[config.mk]
export PLATFORM = sky130hd
export DESIGN_NAME = store_writer
export DESIGN_NICKNAME = d
export VERILOG_FILES = /design/src/rtl/store_writer.sv
export SDC_FILE = /design/constraint.sdc
export NUM_CORES = 1
export LEC_CHECK = 0
export BUFFER_PORTS_ARGS = -buffer_cell sky130_fd_sc_hd__buf_2
export CAP_MARGIN = 20
export CORE_UTILIZATION = 35
export CTS_CLUSTER_SIZE = 16
export DETAILED_ROUTE_END_ITERATION = 8
export PLACE_DENSITY = 0.56
export SLEW_MARGIN = 20
export SYNTH_ARGS = -nofsm -noshare
export SYNTH_HDL_FRONTEND = slang
export SYNTH_SLANG_ARGS = --single-unit
export TNS_END_PERCENT = 1
[constraint.sdc]
create_clock -name clock -period 7.1 [get_ports clock]
set_clock_uncertainty 0.2 [all_clocks]
set_input_delay 0.355 -clock clock [delete_from_list [all_inputs] [get_ports clock]]
set_output_delay 0.355 -clock clock [all_outputs]
set_load 0.05 [all_outputs]
[src/rtl/store_writer.sv]
`default_nettype none
// +----------------------------------------------------------------------------+
// | Module      : store_writer                                                 |
// | Description : Accepts LSU store requests, formats them into word-aligned   |
// |               write beats with byte enables, queues them in a small FIFO   |
// |               and drains them to the data-memory write port over a         |
// |               valid/ready handshake. Misaligned stores are dropped and     |
// |               flagged with a one-cycle error pulse.                        |
// | Revision    : 1.0 - initial release                                        |
// +----------------------------------------------------------------------------+
module store_writer #(
  parameter int DEPTH = 2
) (
  input  logic        clock,
  input  logic        reset,
  // LSU side
  input  logic        req_valid,
  output logic        req_ready,
  input  logic [31:0] req_addr,
  input  logic [31:0] req_data,
  input  logic [1:0]  req_size,
  // Data-memory write port
  output logic        mem_wvalid,
  input  logic        mem_wready,
  output logic [31:0] mem_waddr,
  output logic [31:0] mem_wdata,
  output logic [3:0]  mem_wmask,
  // Status
  output logic        err_misalign,
  output logic        idle
);

  // Index width; pointers carry one extra wrap bit to tell full from empty.
  localparam int AW = (DEPTH > 1) ? $clog2(DEPTH) : 1;

  localparam logic [1:0] SIZE_BYTE = 2'd0;
  localparam logic [1:0] SIZE_HALF = 2'd1;
  localparam logic [1:0] SIZE_WORD = 2'd2;

  logic [AW:0]   wr_ptr;
  logic [AW:0]   rd_ptr;
  logic [AW-1:0] wr_idx;
  logic [AW-1:0] rd_idx;

  logic [31:0] addr_q [DEPTH];
  logic [31:0] data_q [DEPTH];
  logic [3:0]  mask_q [DEPTH];

  logic        full;
  logic        empty;
  logic        accept;
  logic        push;
  logic        pop;

  logic [1:0]  off;
  logic        misalign;
  logic [31:0] fmt_addr;
  logic [31:0] fmt_data;
  logic [3:0]  fmt_mask;

  logic        err_q;

  assign wr_idx = wr_ptr[AW-1:0];
  assign rd_idx = rd_ptr[AW-1:0];

  assign full  = (wr_ptr[AW] != rd_ptr[AW]) && (wr_idx == rd_idx);
  assign empty = (wr_ptr == rd_ptr);

  // Ready is a pure function of FIFO state; a full FIFO is never bypassed.
  assign req_ready = !full;
  assign accept    = req_valid && !full;
  // Rejected requests are consumed by the handshake but never stored.
  assign push      = accept && !misalign;
  assign pop       = !empty && mem_wready;

  assign off      = req_addr[1:0];
  assign fmt_addr = {req_addr[31:2], 2'b00};

  // Lane formatting and alignment check, done at accept time.
  always_comb begin
    misalign = 1'b0;
    fmt_data = req_data;
    fmt_mask = 4'b0000;
    case (req_size)
      SIZE_BYTE: begin
        fmt_mask = 4'b0001 << off;
        fmt_data = {4{req_data[7:0]}};
      end
      SIZE_HALF: begin
        if (off[0]) begin
          misalign = 1'b1;
        end else begin
          fmt_mask = 4'b0011 << off;
          fmt_data = {2{req_data[15:0]}};
        end
      end
      SIZE_WORD: begin
        if (off != 2'b00) begin
          misalign = 1'b1;
        end else begin
          fmt_mask = 4'b1111;
          fmt_data = req_data;
        end
      end
      default: begin
        misalign = 1'b1;
      end
    endcase
  end

  // Pointer update; push and pop may occur together, keeping occupancy flat.
  always_ff @(posedge clock) begin
    if (!reset) begin
      wr_ptr <= '0;
      rd_ptr <= '0;
    end else begin
      if (push) begin
        wr_ptr <= wr_ptr + (AW + 1)'(1);
      end
      if (pop) begin
        rd_ptr <= rd_ptr + (AW + 1)'(1);
      end
    end
  end

  // Entry storage; contents are only observed through the empty-gated outputs.
  always_ff @(posedge clock) begin
    if (push) begin
      addr_q[wr_idx] <= fmt_addr;
      data_q[wr_idx] <= fmt_data;
      mask_q[wr_idx] <= fmt_mask;
    end
  end

  // Error pulse lands in the cycle after the rejecting handshake.
  always_ff @(posedge clock) begin
    if (!reset) begin
      err_q <= 1'b0;
    end else begin
      err_q <= accept && misalign;
    end
  end

  // Head entry drives the write port; all fields read zero while empty.
  always_comb begin
    mem_wvalid = !empty;
    mem_waddr  = '0;
    mem_wdata  = '0;
    mem_wmask  = '0;
    if (!empty) begin
      mem_waddr = addr_q[rd_idx];
      mem_wdata = data_q[rd_idx];
      mem_wmask = mask_q[rd_idx];
    end
  end

  assign err_misalign = err_q;
  assign idle         = empty;

endmodule
`default_nettype wire

# After elaboration in Yosys (flattened, before gate mapping)
# Memories as Yosys holds them, arrays and structs flattened. A register that Yosys moved wholly into a read port is not among the register bits.
# Cells that the tools add are included.
op_classes:
  n_addsub: 2
  n_eq_ne: 5
  shifts: 2
  muxes: 19
  n_reduce_logical: 10
op_table:
  columns: ["cell", "count"]
  rows:
  - ["$mux 32", 3]
  - ["$pmux 32 s2", 1]
  - ["$mux 4", 3]
  - ["$pmux 4 s3", 1]
  - ["$mux 1", 10]
  - ["$logic_and 1x1->1", 5]
  - ["$add 2x1->2 const B", 2]
  - ["$shl 1x2->4 const A", 1]
  - ["$shl 2x2->4 const A", 1]
  - ["$logic_not 1->1", 3]
  - ["$pmux 1 s3", 1]
  - ["$eq 2x1->1 const B", 1]
  - ["$eq 2x2->1", 1]
  - ["$eq 2x2->1 const B", 1]
  - ["$logic_not 2->1", 1]
  - ["$reduce_bool 2->1", 1]
  - ["$eq 1x1->1", 1]
  - ["$ne 1x1->1", 1]
totals:
  register_bits: 5
  ramBits: 132
  input_bits: 70
  out_inout_bits: 72
  word_cells: 44
  memories: 3
mem_list:
  columns: ["memory", "depth", "width", "read_ports", "rd_ports_with_merged_regs", "wr", "line", "text"]
  rows:
  - ["data_q", 2, 32, 1, 1, 1, "46", "logic [31:0] data_q [DEPTH];"]
  - ["addr_q", 2, 30, 1, 1, 1, "45", "logic [31:0] addr_q [DEPTH];"]
  - ["mask_q", 2, 4, 1, 1, 1, "47", "logic [3:0] mask_q [DEPTH];"]

# Longest topological paths before layout
logic_depth:
  ltp_word: 7
  mapped_depth: 5
  mapped_depth_nobuf: 4

# Worst setup path before layout
# OpenSTA, ideal clock, no wires.
synth_timing:
  path_type: "input -> register"
  start: "input req_size[1]"
  end: "memory addr_q[0][0] (netlist name) (enable)"
  setup_ns: 0.571
  arrival_ns: 5.457
  t_required_ns: 6.329
  path_slack_ns: 0.872
  path_stages: 4
  path_buffers: 1
  path_cell_list: "buf_2 > o21ai_0 > nand2_1 > nor3_1"
synth_between:
  elab_chain_cells: 6
  word_cells_on_any_way: 8
  cone_classes: "eq/ne (2); mux (3); reduce/logical (3)"
synth_rtl:
  columns: ["element", "line", "text"]
  rows:
  - ["start, declared", "21", "input logic [1:0] req_size,"]
  - ["$eq 2x2->1 (tied with other cells)", "84", "case (req_size)"]
  - ["$pmux 1 s3 (*)", "84", null]
  - ["$logic_not 1->1 (*)", "73", "assign push = accept && !misalign;"]
  - ["$logic_and 1x1->1 (*)", "73", null]
  - ["$mux 1 (*)", "128", "if (push) begin"]
  - ["$mux 1 (not written as such) (*)", "129", "addr_q[wr_idx] <= fmt_addr;"]
  - ["end, declared", "45", null]
# Every way passes the cells marked *; elsewhere a longest branch is shown, timed or not.

# Worst setup path after layout
layout_timing:
  start: "register wr_ptr[0]"
  end: "output mem_wdata[24]"
layout_between:
  elab_chain_cells: 2
layout_rtl:
  columns: ["element", "line", "text"]
  rows:
  - ["start, declared", "40", "logic [AW:0] wr_ptr;"]
  - ["start signal, assigned", "118", "wr_ptr <= wr_ptr + (AW + 1)'(1);"]
  - ["$eq 2x2->1", "67", "assign empty = (wr_ptr == rd_ptr);"]
  - ["$mux 32", "150", "if (!empty) begin"]
  - ["end, declared", "26", "output logic [31:0] mem_wdata,"]
# Every way passes these cells.

==> impl_results.md <==
- Outcome: finished clean
- Worst endpoint required time: ~6.6 ns
- CP Capture Type: output port
- Post-synthesis sequential element count: about 140
- Measured slew at the worst slew-check pin: between 1 and 1.5 ns
- Number of unique standard cell types used by synthesis: 30
- Internal power component: approximately 1.6 mW
- Antenna violations before repair: 0
- Clock tree from TritonCTS: yes
- Gate count after technology mapping: roughly 380
- Boundary Pins: between 100 and 150
- Number of hold violations in the final report: 0
- Aggregate negative setup slack: 0 ns
- Most numerous cell in the Yosys netlist: sky130_fd_sc_hd__edfxtp_1
- Die Y: 130 microns
- Post-Synthesis Mean Instance Area: 15.1 sq um
- Proportion of power drawn by the clock network: 0.344
- Combinational power share: 0.256
- Post-detailed-route via-to-cell ratio: 4.72
- Power consumption: between 2 and 2.5 mW
- Max Clock Freq: 323 MHz
- Static leakage: 2.82 nW
- Pin count of the biggest net entering global routing: 68
- Placed wire-length estimate: 7640 microns
- Sequential share of the synthesized area: 0.711
- Final net count: 627
- Worst hold path class: input port to flop
- Worst slew margin: 0.317
- Final-report max-slew violation count: 0
- Total GRT Usage: 0.150
- Worst path arrival time: 2.54 ns
- DR DRC count: 0
- Clock latency on the worst-skew pair: 0.40 ns
- Share of post-route cells with drive strength above 1: 0.335
- Chip Width: around 130 microns
- Setup violators final: 0
- Die area: roughly 17000 sq um
- Number of iterations in the first detailed-routing pass: 4
- Area leader, netlist: sky130_fd_sc_hd__edfxtp_1
- Cell types with the largest area share after synthesis: sky130_fd_sc_hd__edfxtp_1 69%, sky130_fd_sc_hd__mux2i_1 12%, sky130_fd_sc_hd__nor2_1 4.7%, sky130_fd_sc_hd__mux2_2 3.1%, sky130_fd_sc_hd__dfxtp_1 2.1%
- Starting utilization of the core area: 0.360
- Power density over the cells: 313 nW/um^2
- Htree depth: 4
- Async set-reset flop share out of synthesis: 0
- Most instantiated flip-flop cell in the synthesis netlist: sky130_fd_sc_hd__edfxtp_1
- Number of enable flip-flop cells after synthesis: 132
- DRT iter0 DRCs: ~260
- Warning count from the yosys run: 0
- Number of maximum-capacitance violations: 0
- Worst VDD drop: 174 uV
- Area growth, synth to finish: 31.4%
- Drt total wl: 12400 microns
- Last weighted congestion value of the routability-driven placer: about 0.74
- Category of the most critical setup path: flop to output port
- Number of buffers created by CTS: 17
- Category of the worst setup path launch point: flop
- Clock Root Buffer: sky130_fd_sc_hd__clkbuf_16
- Clock Tree Buf Depth: 2
- Clock input transition at the sequential cells of the worst setup and hold paths: 0.05 ns
- Sw Share: 0.324
- Area share of the largest cell type after synthesis: 0.690
- Total number of vias: roughly 3700
- Wire length of the first global-routing pass: about 18000 microns
- Total inserted antenna cells: 0
- Final antenna-violating net count: 0
- Setup repair after global routing missed its margin: false
- CP Max Fanout: 37
- Average wire per cell in the routed design: approximately 16 microns
- Cell Area, Synth: 5740 sq um
- Fin crit period: 3.09 ns
- Site row count: 46
- Total net switching power: 766 uW
- Vias in the first global route: 3586
- Final Cycle Share: 0.436
- Synth cell count leaders: 132 x sky130_fd_sc_hd__edfxtp_1, 72 x sky130_fd_sc_hd__nor2_1, 67 x sky130_fd_sc_hd__mux2i_1
- Seq pwr share: 0.400
- Number of buffers added on ports: 139
- Gr ovfl total: 0
- Clock Sinks: 138
- CORE AREA: 15900 sq um
==> kinds of logic (layout without fill, tap and decap cells) <==
| kind of cell | Yosys count | count (layout) | share of synthesized area |
|---|---|---|---|
| mux | 83 | 83 | 0.148 |
| buf+inv | 26 | 214 | 0.0259 |
| flops | 138 | 138 | 0.711 |
| simple gates | 88 | 88 | 0.0617 |
| xor+xnor | 6 | 6 | 0.00915 |
| other cells | 1 | 2 | 0.000653 |
| compound gates | 37 | 37 | 0.0431 |
==> power by group through the flow <==
stage / Sequential (mW) / Combinational [mW] / Clock [mW]
2_1_floorplan: 0.960 / 0.462 / 0
3_3_place_gp: 0.961 / 0.592 / 0
3_5_place_dp: 0.963 / 0.595 / 0
4_1_cts: 0.946 / 0.613 / 0.835
5_1_grt: 0.948 / 0.648 / 0.867
6_report: 0.946 / 0.605 / 0.813
==> final cells by class <==
cell class | instances | area (sq um)
repair buffers | 181 | 1110
clock buffers | 20 | 437
clock inverters | 10 | 104
multi-input cells | 216 | 1530
inverters | 3 | 11.3
well taps | 216 | 270
fillers | 1431 | 8400
flip-flops and latches | 138 | 4090
==> state kept, by name, summed over array words and instances, names as in the netlist, named ones only <==
name          count
err_misalign      1
mask_q            8
wr_ptr            2
rd_ptr            2
addr_q           60
data_q           64
==> cell usage in the layout (no fill, tap or decap) <==
master	count
sky130_fd_sc_hd__clkinv_1	3
sky130_fd_sc_hd__nor3_2	1
sky130_fd_sc_hd__o32ai_1	1
sky130_fd_sc_hd__nor2_2	1
sky130_fd_sc_hd__dlygate4sd3_1	38
sky130_fd_sc_hd__o21ai_0	12
sky130_fd_sc_hd__a211oi_1	1
sky130_fd_sc_hd__clkinv_2	2
sky130_fd_sc_hd__and3_1	1
sky130_fd_sc_hd__a21oi_1	2
sky130_fd_sc_hd__o211ai_1	2
sky130_fd_sc_hd__clkbuf_16	17
sky130_fd_sc_hd__a22oi_1	16
sky130_fd_sc_hd__xor2_1	3
sky130_fd_sc_hd__mux2_2	16
sky130_fd_sc_hd__nor3_1	1
sky130_fd_sc_hd__buf_4	4
sky130_fd_sc_hd__xnor2_1	3
sky130_fd_sc_hd__dfxtp_4	1
sky130_fd_sc_hd__and2_1	3
sky130_fd_sc_hd__bufinv_16	2
sky130_fd_sc_hd__clkbuf_1	3
sky130_fd_sc_hd__a21oi_2	1
sky130_fd_sc_hd__dfxtp_1	5
sky130_fd_sc_hd__nand2_1	5
sky130_fd_sc_hd__a21bo_2	1
sky130_fd_sc_hd__nor2_1	71
sky130_fd_sc_hd__clkinvlp_4	3
sky130_fd_sc_hd__nor2_4	2
sky130_fd_sc_hd__buf_2	139
sky130_fd_sc_hd__edfxtp_1	132
sky130_fd_sc_hd__nand2b_1	2
sky130_fd_sc_hd__inv_1	3
sky130_fd_sc_hd__nand3_1	1
sky130_fd_sc_hd__o31ai_1	1
sky130_fd_sc_hd__mux2i_1	67
sky130_fd_sc_hd__conb_1	2
==> critical path: stages, from the launching register on <==
cell	delay, ns
sky130_fd_sc_hd__dfxtp_1	0.44
sky130_fd_sc_hd__xor2_1	0.17
sky130_fd_sc_hd__nor2_4	0.62
sky130_fd_sc_hd__buf_4	0.50
sky130_fd_sc_hd__nor2_1	0.12
sky130_fd_sc_hd__buf_2	0.23
==> worst paths after layout <==
| kind | start | endpoint | slack [ns] | cells past startpoint |
|---|---|---|---|---|
| min reg2reg | wr_ptr[1] | wr_ptr[1] | 0.29 | 2 |
| max reg2reg | rd_ptr[1] | addr_q[0][16] | 4.75 | 4 |
| min | reset | err_misalign | 0.03 | 3 |
| max | wr_ptr[0] | mem_wdata[24] | 4.01 | 5 |
==> per-layer routing <==
metal | track usage | vias to the layer above | part of all wire
met4 | 0.0588 | 0 | 0.011
met2 | 0.241 | 161 | 0.47
met3 | 0.0451 | 12 | 0.072
met5 | 0 | - | 0
li1 | - | 1762 | -
met1 | 0.190 | 1769 | 0.45
==> stage by stage <==
| stage | cells | util | area [sq um] | worst slack [ns] | hold WS (ns) |
|---|---|---|---|---|---|
| final | 784 | 0.473 | 7550 | 4.01 | 0.0334 |
| after global routing | 784 | 0.473 | 7550 | 3.79 | 0.0415 |
| after CTS | 784 | 0.473 | 7550 | 3.95 | 0.0133 |
| after detailed placement | 716 | 0.416 | 6630 | 4.39 | 0.281 |
| after global placement | 716 | 0.416 | 6630 | 4.42 | 0.267 |
| after floorplan | 380 | - | 5750 | 0.872 | 0.254 |
==> repair_timing <==
| action | in CTS | in global routing |
|---|---|---|
| hold endpoints to repair | 76 | 0 |
| resized for setup | 0 | 0 |
| hold buffers | 38 | 0 |
| buffers inserted | 0 | 0 |
Note: power is estimated with default switching activity, not from simulation.
